`config.mk`:
```
export PLATFORM = sky130hd
export DESIGN_NAME = uart_rx_frame
export DESIGN_NICKNAME = d
export VERILOG_FILES = /design/src/rtl/uart_rx_frame.sv
export SDC_FILE = /design/constraint.sdc
export NUM_CORES = 1
export LEC_CHECK = 0
export BUFFER_PORTS_ARGS = -buffer_cell sky130_fd_sc_hd__buf_4
export CORE_MARGIN = 2
export CORE_UTILIZATION = 57
export CTS_CLUSTER_DIAMETER = 30
export DETAILED_ROUTE_END_ITERATION = 16
export GPL_TIMING_DRIVEN = 0
export PLACE_DENSITY = 0.77
export SETUP_SLACK_MARGIN = 0.3
export SYNTH_ARGS = -nofsm -noshare
export SYNTH_HDL_FRONTEND = slang
export SYNTH_SLANG_ARGS = --single-unit
```
`constraint.sdc`:
```
create_clock -name i_clk -period 1.8 [get_ports i_clk]
set_input_delay 0.09 -clock i_clk [delete_from_list [all_inputs] [get_ports i_clk]]
set_output_delay 0.09 -clock i_clk [all_outputs]
set_load 0.02 [all_outputs]
```
`src/rtl/uart_rx_frame.sv`:
```
// UART receive framer: 2-flop synchroniser, mid-bit sampling, LSB-first deserialiser, stop-bit check.
// Optional even-parity bit between data and stop when UART_RX_PARITY_EN is defined.
module uart_rx_frame #(
  parameter int CLKS_PER_BIT = 16,
  parameter int DATA_BITS    = 8
) (
  input  logic                 i_clk,
  input  logic                 i_reset,
  input  logic                 i_rx,
  output logic [DATA_BITS-1:0] o_data,
  output logic                 o_valid,
  output logic                 o_frame_err,
`ifdef UART_RX_PARITY_EN
  output logic                 o_parity_err,
`endif
  output logic                 o_busy
);

  // state  | meaning
  // IDLE   | line idle, waiting for rx_s low
  // START  | timing to mid start bit, rejecting glitches
  // DATA   | sampling DATA_BITS data bits at mid-bit
  // PARITY | sampling the parity bit (parity build only)
  // STOP   | sampling the stop bit, issuing valid / frame error
  // BREAK  | stop bit was low; wait for line high before re-arming
  localparam logic [2:0] ST_IDLE   = 3'd0;
  localparam logic [2:0] ST_START  = 3'd1;
  localparam logic [2:0] ST_DATA   = 3'd2;
`ifdef UART_RX_PARITY_EN
  localparam logic [2:0] ST_PARITY = 3'd3;
`endif
  localparam logic [2:0] ST_STOP   = 3'd4;
  localparam logic [2:0] ST_BREAK  = 3'd5;

  localparam int CNT_W = $clog2(CLKS_PER_BIT);
  localparam int IDX_W = $clog2(DATA_BITS);
  localparam logic [CNT_W-1:0] CNT_HALF = CNT_W'(CLKS_PER_BIT/2 - 1);
  localparam logic [CNT_W-1:0] CNT_LAST = CNT_W'(CLKS_PER_BIT - 1);
  localparam logic [IDX_W-1:0] IDX_LAST = IDX_W'(DATA_BITS - 1);

  logic                 rx_meta_q, rx_s_q;
  logic [2:0]           state_q, state_d;
  logic [CNT_W-1:0]     cnt_q, cnt_d;
  logic [IDX_W-1:0]     idx_q, idx_d;
  logic [DATA_BITS-1:0] shift_q, shift_d;
  logic [DATA_BITS-1:0] data_q, data_d;
  logic                 valid_q, valid_d;
  logic                 ferr_q, ferr_d;
`ifdef UART_RX_PARITY_EN
  logic                 par_bad_q, par_bad_d;
  logic                 perr_q, perr_d;
`endif

  always_comb begin
    state_d = state_q;
    cnt_d   = cnt_q + CNT_W'(1);
    idx_d   = idx_q;
    shift_d = shift_q;
    data_d  = data_q;
    valid_d = 1'b0;
    ferr_d  = 1'b0;
`ifdef UART_RX_PARITY_EN
    par_bad_d = par_bad_q;
    perr_d    = 1'b0;
`endif
    case (state_q)
      ST_IDLE: begin
        cnt_d = '0;
        if (!rx_s_q) state_d = ST_START;
      end
      ST_START: begin
        if (cnt_q == CNT_HALF) begin
          cnt_d   = '0;
          idx_d   = '0;
          state_d = rx_s_q ? ST_IDLE : ST_DATA;
        end
      end
      ST_DATA: begin
        if (cnt_q == CNT_LAST) begin
          cnt_d          = '0;
          shift_d[idx_q] = rx_s_q;
          if (idx_q == IDX_LAST) begin
`ifdef UART_RX_PARITY_EN
            state_d = ST_PARITY;
`else
            state_d = ST_STOP;
`endif
          end else begin
            idx_d = idx_q + IDX_W'(1);
          end
        end
      end
`ifdef UART_RX_PARITY_EN
      ST_PARITY: begin
        if (cnt_q == CNT_LAST) begin
          cnt_d     = '0;
          par_bad_d = (^shift_q) ^ rx_s_q;
          state_d   = ST_STOP;
        end
      end
`endif
      ST_STOP: begin
        if (cnt_q == CNT_LAST) begin
          cnt_d = '0;
`ifdef UART_RX_PARITY_EN
          perr_d = par_bad_q;
`endif
          if (rx_s_q) begin
            data_d  = shift_q;
            valid_d = 1'b1;
            state_d = ST_IDLE;
          end else begin
            ferr_d  = 1'b1;
            state_d = ST_BREAK;
          end
        end
      end
      ST_BREAK: begin
        cnt_d = '0;
        if (rx_s_q) state_d = ST_IDLE;
      end
      default: begin
        cnt_d   = '0;
        state_d = ST_IDLE;
      end
    endcase
  end

  always_ff @(posedge i_clk) begin
    if (i_reset) begin
      rx_meta_q <= 1'b1;
      rx_s_q    <= 1'b1;
      state_q   <= ST_IDLE;
      cnt_q     <= '0;
      idx_q     <= '0;
      shift_q   <= '0;
      data_q    <= '0;
      valid_q   <= 1'b0;
      ferr_q    <= 1'b0;
`ifdef UART_RX_PARITY_EN
      par_bad_q <= 1'b0;
      perr_q    <= 1'b0;
`endif
    end else begin
      rx_meta_q <= i_rx;
      rx_s_q    <= rx_meta_q;
      state_q   <= state_d;
      cnt_q     <= cnt_d;
      idx_q     <= idx_d;
      shift_q   <= shift_d;
      data_q    <= data_d;
      valid_q   <= valid_d;
      ferr_q    <= ferr_d;
`ifdef UART_RX_PARITY_EN
      par_bad_q <= par_bad_d;
      perr_q    <= perr_d;
`endif
    end
  end

  assign o_data      = data_q;
  assign o_valid     = valid_q;
  assign o_frame_err = ferr_q;
`ifdef UART_RX_PARITY_EN
  assign o_parity_err = perr_q;
`endif
  assign o_busy      = (state_q != ST_IDLE);

endmodule
```
==> results.json, run 1 <==
{
  "areaGrowthSynthToFinish_pct": 23.8,
  "slew_viol_final": 0,
  "dpl_cell_area_sq_um": 1510,
  "outcome": "complete, no violations",
  "grtUsageTotal_pct": 25.5,
  "grt_max_degree": 11,
  "ys_ff_latch": 30,
  "io_buffers": 13,
  "netlist_area_sq_um": 1380,
  "io_pins": 14,
  "grt-ovfl-total": 0,
  "power_frac_clock_pct": 42.1,
  "die_y_microns": 53.2,
  "power.density_nw_per_um2": 726,
  "grt_pass1_vias": 1063,
  "dieArea_sq_um": 2830,
  "crit_path_end_kind": "register",
  "detail_route.iter0.violations": 15,
  "dp_hpwl_microns": 1900,
  "timing.final.crit_share_pct": 80.9,
  "synth_warnings": 0,
  "start_util_pct": 61.2,
  "synth.net_count": 145,
  "pwr-share-comb_pct": 4.1,
  "synthCells": 139,
  "synth-edff-count": 0,
  "synth_cell_types": 41,
  "p_seq_share_pct": 53.8,
  "routedWlPerCell_microns": 15.6,
  "hold_depth": 1,
  "rows": 17,
  "switchingPower_w": 0.000264,
  "clk_latency_ns": 0.33,
  "finalSetupTns_ns": 0,
  "drcViolationCount": 0,
  "grt_first_pass_wirelength_microns": 4970,
  "critPathKind": "reg2reg",
  "ant_nets": 0,
  "async_reset_ff_share_pct": 0,
  "htreeDepth": 2,
  "cts.clk_slew.worst_paths_ns": 0.09,
  "cts_tree": "built",
  "cts_sinks": 30,
  "rsz0062_at_grt": "true",
  "cp.arrival_ns": 1.70,
  "fmax_mhz": 687,
  "synth_top_flop_cell": "dfxtp_1",
  "leakage_nw": 0.717,
  "finalWirelength_microns": 3020,
  "fin_area_sq_um": 1710,
  "min-delay-path-class": "reg2reg",
  "tightest_slew_ns": 0.595,
  "grt_use_met2_pct": 42.8,
  "setup_viol": 0,
  "post-place-ws_ns": 0.187,
  "busiest_layer": "met2",
  "worst_setup_path_start_kind": "register",
  "synth-seq-area-share_pct": 43.5,
  "power.share.switching_pct": 21.3,
  "grtUsageMet1_pct": 30.0,
  "numCtsBuffers": 5,
  "n_fill_cell": 165,
  "worst_slack_ns": 0.344,
  "hold_violations": 0,
  "via_per_inst": 5.68,
  "drt-pass1-iter-count": 4,
  "drive_gt1_share_pct": 29.7,
  "worst-r2r-cell-count": 6,
  "final_util_pct": 75.8,
  "internal_power_w": 0.000977,
  "required_ns": 2.04,
  "die_w_microns": 53.2,
  "maxCapViolCount": 0,
  "vias": 1096,
  "grt_use_met3_pct": 8.47,
  "maxSlewHeadroom_pct": 60.3,
  "period_needed_ns": 1.46,
  "core_area_sq_um": 2250,
  "fin_nets": 170,
  "gp_congestion": 0.765,
  "antenna_found_initial": 0,
  "peakVddDrop_mv": 0.786,
  "syn_area_per_cell_sq_um": 9.93,
  "final.setup_skew_ns": 0.00722,
  "timing.critical_path.fanout_max": 10,
  "diodes": 0,
  "clockBufferDepth": 2,
  "ctsRootBufferMaster": "clkbuf_4"
}
final cells by class:
type	instances	area (sq um)	area share [%]
Tap cell	28	35.0	2.05
Clock inverter	1	30.0	1.76
Multi-Input combinational cell	94	754	44.1
Buffer	8	65.1	3.81
Sequential cell	30	613	35.9
Inverter	7	26.3	1.54
Clock buffer	7	45.0	2.64
Timing Repair Buffer	18	140	8.20
power by group through the flow:
stage	Clock [W]	Sequential, W	Combinational (W)
after floorplan	0	0.000686	0.0000299
after global placement	0	0.000687	0.0000431
after detailed placement	0	0.000687	0.0000445
after CTS	0.000532	0.000670	0.0000491
after global routing	0.000566	0.000668	0.0000560
final	0.000522	0.000668	0.0000505
critical path, stage by stage (launching register included):
cell	delay [ns]
dfxtp_4	0.37
ha_4	0.17
and3_4	0.17
buf_6	0.13
buf_4	0.16
nand4b_1	0.13
mux2i_1	0.24
per-stage QoR:
stage	hold slack, ns	instances	power (W)
6_report	0.415	193	0.00124
5_1_grt	0.430	193	0.00129
4_1_cts	0.415	191	0.00125
3_5_place_dp	0.278	180	0.000731
3_3_place_gp	0.277	180	0.000730
2_1_floorplan	0.194	139	0.000715
cells in the mapped netlist, drive strengths merged (2+ instances only):
master / count / area share (%)
nand4: 3 / 1.4
a221oi: 2 / 1.7
o32ai: 2 / 1.3
nor2: 5 / 1.4
nand2: 22 / 6.0
a211oi: 2 / 1.1
xnor2: 2 / 1.3
dfxtp: 30 / 44
nor3b: 2 / 1.1
inv: 6 / 1.6
nor2b: 2 / 0.91
or2: 2 / 0.91
nand3: 7 / 2.5
nor4b: 2 / 2.8
a211o: 3 / 1.9
nand4b: 2 / 1.3
buf: 7 / 4.4
nor3: 3 / 1.8
mux2i: 16 / 12
ha: 3 / 2.7
cell families after synthesis:
logic type      Yosys count  synth area share [%]
buf+inv                  15                  6.53
xor+xnor                  3                  1.90
simple gates             56                  23.8
mux                      16                  11.6
flops                    30                  43.5
compound gates           16                  9.88
fa+ha+maj                 3                  2.72
metal layers:
| metal | routed length [microns] | up-vias |
|---|---|---|
| met5 | 0 | - |
| met4 | 36 | 0 |
| met3 | 104 | 6 |
| met2 | 1540 | 16 |
| met1 | 1340 | 524 |
| li1 | - | 550 |
sequential cells by signal (all words and copies together) (netlist names):
name         cells
rx_s_q           1
o_valid          1
shift_q          8
o_frame_err      1
rx_meta_q        1
state_q          3
cnt_q            4
idx_q            3
o_data           8
cell usage in the layout (no fill, tap or decap), types with 3 or more instances in the layout:
cell	n
ha_4	3
nor2_1	5
a211o_1	3
mux2i_1	16
nand2_1	22
buf_4	19
inv_1	6
nand4_1	3
dfxtp_1	26
buf_6	3
clkbuf_4	5
dfxtp_4	3
nand3_1	7
path summary, 6_finish.rpt:
kind	start	endpoint	slack (ns)
worst max register to register	cnt_q[0]	shift_q[6]	0.34
worst min-delay path	rx_meta_q	rx_s_q	0.41
worst max-delay path	cnt_q[0]	shift_q[6]	0.34
worst min register to register	rx_meta_q	rx_s_q	0.41
timing repair:
action	CTS	global route
pin swaps	2	5
resized for setup	9	11
cloned	0	0
setup endpoints to repair	8	13
hold endpoints to repair	3	0
hold buffers	2	0
setup buffers	1	2
(Power assumes the default switching activity.)
==> inputs of run 2 (changes only) <==
Settings changed: ABC_AREA from default to 1, CORE_UTILIZATION 57 to 56, PLACE_DENSITY 0.77 to 0.76.
Clock period 1.8 ns to 1.4 ns, I/O delays scaled along.
==> run 2 against run 1 <==
Effect of this change: combinational power rose to 26 times the previous value; largest cell class unchanged; the flow now finishes with violations (setup timing); first-iteration DRC count grew to 4.0 times the previous value; sequential cell count is the same; sequential power up 57%; clock skew grew 0.0065 ns; register-to-register slack worse by 0.55 ns; area after synthesis shrank 3.9%; via count grew 34%; setup slack got worse by 0.55 ns; power is 150% higher.
==> results.json, run 2 <==
{
  "outcome": "finished with violations",
  "failed_checks": "setup timing",
  "areaGrowthSynthToFinish_pct": 48.4,
  "ys_ff_latch": 30,
  "r2r_slack_ns": -0.20,
  "r2r_start": "cnt_q[0]",
  "hold_violations": 0,
  "place_inst": 229,
  "finalSetupTns_ns": -0.467,
  "wl_met3_microns": 289,
  "power_frac_clock_pct": 22.6,
  "fmax_mhz": 624,
  "dpl_cell_area_sq_um": 1550,
  "ant_nets": 0,
  "switchingPower_w": 0.00127,
  "io_pins": 14,
  "diodes": 0,
  "antenna_found_initial": 0,
  "cp.arrival_ns": 1.83,
  "drcViolationCount": 0,
  "tightest_slew_ns": 0.575,
  "final.setup_skew_ns": 0.0137,
  "vias": 1468,
  "dp_hpwl_microns": 2180,
  "hold_depth": 4,
  "power.share.switching_pct": 41.7,
  "grt_pass1_vias": 1350,
  "pwr-share-comb_pct": 43.1,
  "hold_path_end": "o_data[7]",
  "async_reset_ff_share_pct": 0,
  "period_needed_ns": 1.60,
  "maxCapViolCount": 0,
  "cts_sinks": 30,
  "synth_top_flop_cell": "dfxtp_1",
  "ys_top_cells_by_area": "dfxtp_1 (45%), nor2_1 (14%), nand2_1 (8.8%), o21ai_0 (5.7%), inv_1 (4.2%)",
  "drt-pass1-iter-count": 4,
  "synth_top_area_share_pct": 45.3,
  "finalWirelength_microns": 4350,
  "highest_layer": "met4",
  "synth-seq-area-share_pct": 45.3,
  "wl_met1_microns": 1720,
  "grt-ovfl-total": 0,
  "final_common_cell": "nor2_1",
  "synth-edff-count": 0,
  "core_area_sq_um": 2230,
  "detail_route.iter0.violations": 60,
  "grtUsageTotal_pct": 30.8,
  "min_from": "i_reset",
  "rsz0062_at_grt": "true",
  "leakage_nw": 0.837,
  "die_y_microns": 52.7,
  "final_cell_mix": "nor2_1 (37), buf_4 (25), nand2_1 (23), dfxtp_1 (22), inv_1 (12)",
  "io_buffers": 13,
  "required_ns": 1.63,
  "startpoint": "cnt_q[0]",
  "worst_slack_ns": -0.201,
  "maxSlewHeadroom_pct": 61.7,
  "gp_congestion": 0.826,
  "dieArea_sq_um": 2770,
  "internal_power_w": 0.00178,
  "synthCells": 188,
  "p_seq_share_pct": 34.4,
  "n_fill_cell": 109,
  "ctsRootBufferMaster": "clkbuf_4",
  "peakVddDrop_mv": 1.78,
  "via_per_inst": 5.76,
  "worst_setup_path_start_kind": "register",
  "start_util_pct": 59.4,
  "clk_latency_ns": 0.35,
  "synth_common_cells": "nor2_1 (48), nand2_1 (31), dfxtp_1 (30)",
  "rows": 17,
  "timing.final.crit_share_pct": 114,
  "numCtsBuffers": 5,
  "worst-r2r-cell-count": 9,
  "wl_met2_microns": 2120,
  "cts.clk_slew.worst_paths_ns": 0.09,
  "synth_most_common_cell": "nor2_1",
  "synth_cell_types": 18,
  "fin_area_sq_um": 1970,
  "power.density_nw_per_um2": 1550,
  "netlist_area_sq_um": 1330,
  "yosysTopAreaCell": "dfxtp_1",
  "regToRegEndpoint": "shift_q[6]",
  "stdcell_count": 255,
  "clockBufferDepth": 2,
  "synth.net_count": 194,
  "crit_path_end_kind": "register",
  "slew_viol_final": 0,
  "htreeDepth": 2,
  "drive_gt1_share_pct": 42.7,
  "die_w_microns": 52.7,
  "synth_warnings": 0,
  "routedWlPerCell_microns": 17.1,
  "critPathKind": "reg2reg",
  "fin_nets": 232,
  "timing.critical_path.fanout_max": 6,
  "grt_first_pass_wirelength_microns": 6000,
  "min-delay-path-class": "in2reg",
  "syn_area_per_cell_sq_um": 7.05,
  "grt_max_degree": 11,
  "setup_viol": 12,
  "cts_tree": "built"
}
## run 2: worst max-delay path by stage
stage,end,slack (ns),cells past startpoint
floorplan,o_data[0],0.12,8
global placement,shift_q[6],-0.08,8
detailed placement,shift_q[6],-0.15,8
CTS,o_data[3],0.02,9
global route,shift_q[6],-0.25,9
finish,shift_q[6],-0.20,9
## run 2: through the flow
step | util [%] | power [W] | worst slack [ns] | hold WS [ns]
finish | 88.1 | 0.00305 | -0.201 | 0.149
global route | 88.1 | 0.00318 | -0.247 | 0.168
CTS | 79.7 | 0.00271 | 0.0157 | 0.100
detailed placement | 69.2 | 0.00183 | -0.153 | 0.261
global placement | 69.2 | 0.00180 | -0.0834 | 0.257
floorplan | - | 0.00166 | 0.124 | 0.174
## run 2: kinds of logic after synthesis
kind of cell / synth area share, %
and+or+nand+nor: 36.0
DFF: 45.3
AOI/OAI and AO/OA: 9.81
buffers and inverters: 5.38
adders and majority gates: 2.83
xor gates and xnor gates: 0.660
## run 2: layout make-up
class                      count  area, sq um  area share, %
multi-input combinational    139          900           45.7
inverter                      16         62.6           3.18
buffer                         3         12.5          0.636
tap                           28         35.0           1.78
clock inverter                 1         30.0           1.53
timing repair buffer          30          255           13.0
timing repair inverter         1         7.51          0.381
sequential                    30          621           31.5
clock buffer                   7         45.0           2.29
## run 2: repair_timing
action / CTS / global route
setup buffers: 9 / 7
gates resized for setup: 23 / 39
setup endpoints to repair: 27 / 29
hold buffers: 1 / 0
gates cloned: 1 / 0
hold endpoints to repair: 1 / 0
pin swaps: 9 / 11
## run 2: power by group through the flow
stage	registers [W]	logic (W)	clock network, W
after detailed placement	0.00103	0.000806	0
after global placement	0.00102	0.000774	0
after CTS	0.00101	0.00100	0.000692
after global routing	0.00106	0.00139	0.000732
final	0.00105	0.00131	0.000688
after floorplan	0.00101	0.000649	0
## run 2: worst max-delay path, stage by stage, from the launching register on
cell     delay (ns)
dfxtp_2        0.37
ha_4           0.15
nand2_4        0.06
buf_4          0.15
nor2_4         0.17
nand2_4        0.14
nor3_4         0.19
nand2_1        0.10
nand2_1        0.09
nor2_1         0.07
## run 2: layer usage
| layer | up-vias | track usage [%] |
|---|---|---|
| li1 | 680 | - |
| met5 | - | 0 |
| met3 | 29 | 11.1 |
| met1 | 682 | 32.8 |
| met2 | 77 | 52.5 |
| met4 | 0 | 16.7 |
==> inputs of run 3 (changes only) <==
Settings changed: CTS_BUF_LIST from default to sky130_fd_sc_hd__clkbuf_16.
==> run 3 against run 2 <==
Effect of this change: routed wire length decreased by 8.8%; critical path depth decreased by 1; power up 9.5%; via count fell by 3.1%; clock power rose by 70%; first-iteration DRC count grew 45%; clock skew is 0.0086 ns lower; the run now ends clean; cell count down 3.9%; critical endpoint is now o_data[1].
==> results.json, run 3 (same netlist as run 2, synthesis figures left out) <==
{
  "outcome": "complete, no violations",
  "r2r_slack_ns": 0.006,
  "worst-r2r-cell-count": 8,
  "grt_max_degree": 11,
  "io_buffers": 13,
  "areaGrowthSynthToFinish_pct": 46.1,
  "clockBufferDepth": 2,
  "stdcell_count": 245,
  "cts_sinks": 30,
  "critPathSlowestCell": "dfxtp_2",
  "core_area_sq_um": 2230,
  "finalSetupTns_ns": 0,
  "crit_path_max_incr_delay_ns": 0.35,
  "worst_slack_ns": 0.00624,
  "clk_latency_ns": 0.27,
  "timing.critical_path.fanout_max": 9,
  "die_y_microns": 52.7,
  "final_common_cell": "nor2_1",
  "leakage_nw": 0.811,
  "detail_route.iter0.violations": 87,
  "crit_chain": "ha_4 -> nand2_4 -> inv_4 -> nand2_8 -> nor3_4 -> inv_2 -> nor2_1 -> nor2_1",
  "n_fill_cell": 116,
  "final_cell_mix": "nor2_1 (37), nand2_1 (22), dfxtp_1 (22), buf_4 (18), inv_1 (13)",
  "cts_tree": "built",
  "die_w_microns": 52.7,
  "place_inst": 229,
  "min-delay-path-class": "in2reg",
  "io_pins": 14,
  "slew_viol_final": 0,
  "final_util_pct": 86.8,
  "grt_pass1_vias": 1293,
  "dp_hpwl_microns": 2180,
  "peakVddDrop_mv": 1.61,
  "drcViolationCount": 0,
  "tightest_slew_ns": 0.578,
  "crit_path_end_kind": "register",
  "numCtsBuffers": 5,
  "drive_gt1_share_pct": 39.6,
  "ant_nets": 0,
  "post-place-ws_ns": -0.153,
  "rows": 17,
  "critPathCapture": "o_data[1]",
  "hold_violations": 0,
  "path_common_cell": "nor2_1",
  "regToRegEndpoint": "o_data[1]",
  "finalWirelength_microns": 3970,
  "routedWlPerCell_microns": 16.2,
  "vias": 1423,
  "rsz0062_at_grt": "true",
  "antenna_found_initial": 0,
  "final.setup_skew_ns": 0.00512,
  "setup_viol": 0,
  "dieArea_sq_um": 2770,
  "timing.final.crit_share_pct": 99.6,
  "diodes": 0,
  "via_per_inst": 5.81,
  "htreeDepth": 2,
  "maxSlewHeadroom_pct": 61.5,
  "grt_first_pass_wirelength_microns": 5570,
  "critPathKind": "reg2reg",
  "startpoint": "cnt_q[1]",
  "required_ns": 1.56,
  "gp_congestion": 0.826,
  "r2r_start": "cnt_q[1]",
  "period_needed_ns": 1.39,
  "maxCapViolCount": 0,
  "fmax_mhz": 717,
  "worst_setup_path_start_kind": "register",
  "timing.hold.ws_ns": 0.219,
  "grtUsageTotal_pct": 28.7,
  "grt-ovfl-total": 0,
  "drt-pass1-iter-count": 4,
  "ctsRootBufferMaster": "clkbuf_16",
  "cts.clk_slew.worst_paths_ns": 0.05,
  "fin_nets": 222,
  "cp.arrival_ns": 1.56,
  "start_util_pct": 59.4,
  "power.density_nw_per_um2": 1720
}
## run 3: cell types whose count changed in the layout (fill, tap and decap cells not counted), sizes merged
cell and delta:
buf -8, clkbuf -3, clkinvlp -1, inv +2
## run 3: repair_timing
item | CTS | global route
hold buffers | 1 | 0
endpoints found under the hold margin | 1 | 0
pin swaps | 3 | 9
gates cloned | 0 | 0
buffers inserted | 4 | 3
resized for setup | 18 | 36
setup endpoints to repair | 26 | 28
## run 3: layout make-up
class	count	area, sq um	area share, %
multi-input cells	139	877	45.3
flip-flops and latches	30	621	32.0
repair buffers	21	168	8.65
clock buffers	5	125	6.46
inverters	16	62.6	3.23
clock inverters	3	37.5	1.94
well taps	28	35.0	1.81
plain buffers	3	12.5	0.646
## run 3: layer usage
| layer | track usage [%] | wire length, microns | up-vias |
|---|---|---|---|
| met4 | 19.7 | 191 | 0 |
| met3 | 7.71 | 228 | 27 |
| li1 | - | - | 666 |
| met1 | 30.1 | 1460 | 656 |
| met2 | 49.4 | 2090 | 74 |
| met5 | 0 | 0 | - |
## run 3: per-stage QoR
| step | power (W) | instance area (sq um) |
|---|---|---|
| after floorplan | 0.00166 | 1410 |
| after CTS | 0.00311 | 1800 |
| after global routing | 0.00349 | 1940 |
| after detailed placement | 0.00183 | 1550 |
| final | 0.00334 | 1940 |
| after global placement | 0.00180 | 1550 |
## run 3: worst min path at each step
stage	from	to	cells after the start
3_5_place_dp	i_rx	rx_meta_q	2
4_1_cts	i_reset	o_data[1]	4
2_1_floorplan	i_rx	rx_meta_q	1
3_3_place_gp	i_rx	rx_meta_q	2
5_1_grt	i_reset	shift_q[1]	4
6_report	i_reset	shift_q[1]	4
## run 3: worst max-delay path: cells and delay by family, from the launching register on
kind                     cells  cell delay (ns)
AND/OR/NAND/NOR              5             0.56
flip-flops                   1             0.35
buffers and inverters        2             0.23
adder cells (fa/ha/maj)      1             0.15
## run 3: report_power, final
group / leakage, nW / switching [W] / internal (W)
registers: 0.247 / 0.000116 / 0.000932
logic: 0.478 / 0.000736 / 0.000389
clock network: 0.0864 / 0.000345 / 0.000823
total: 0.811 / 0.00120 / 0.00214
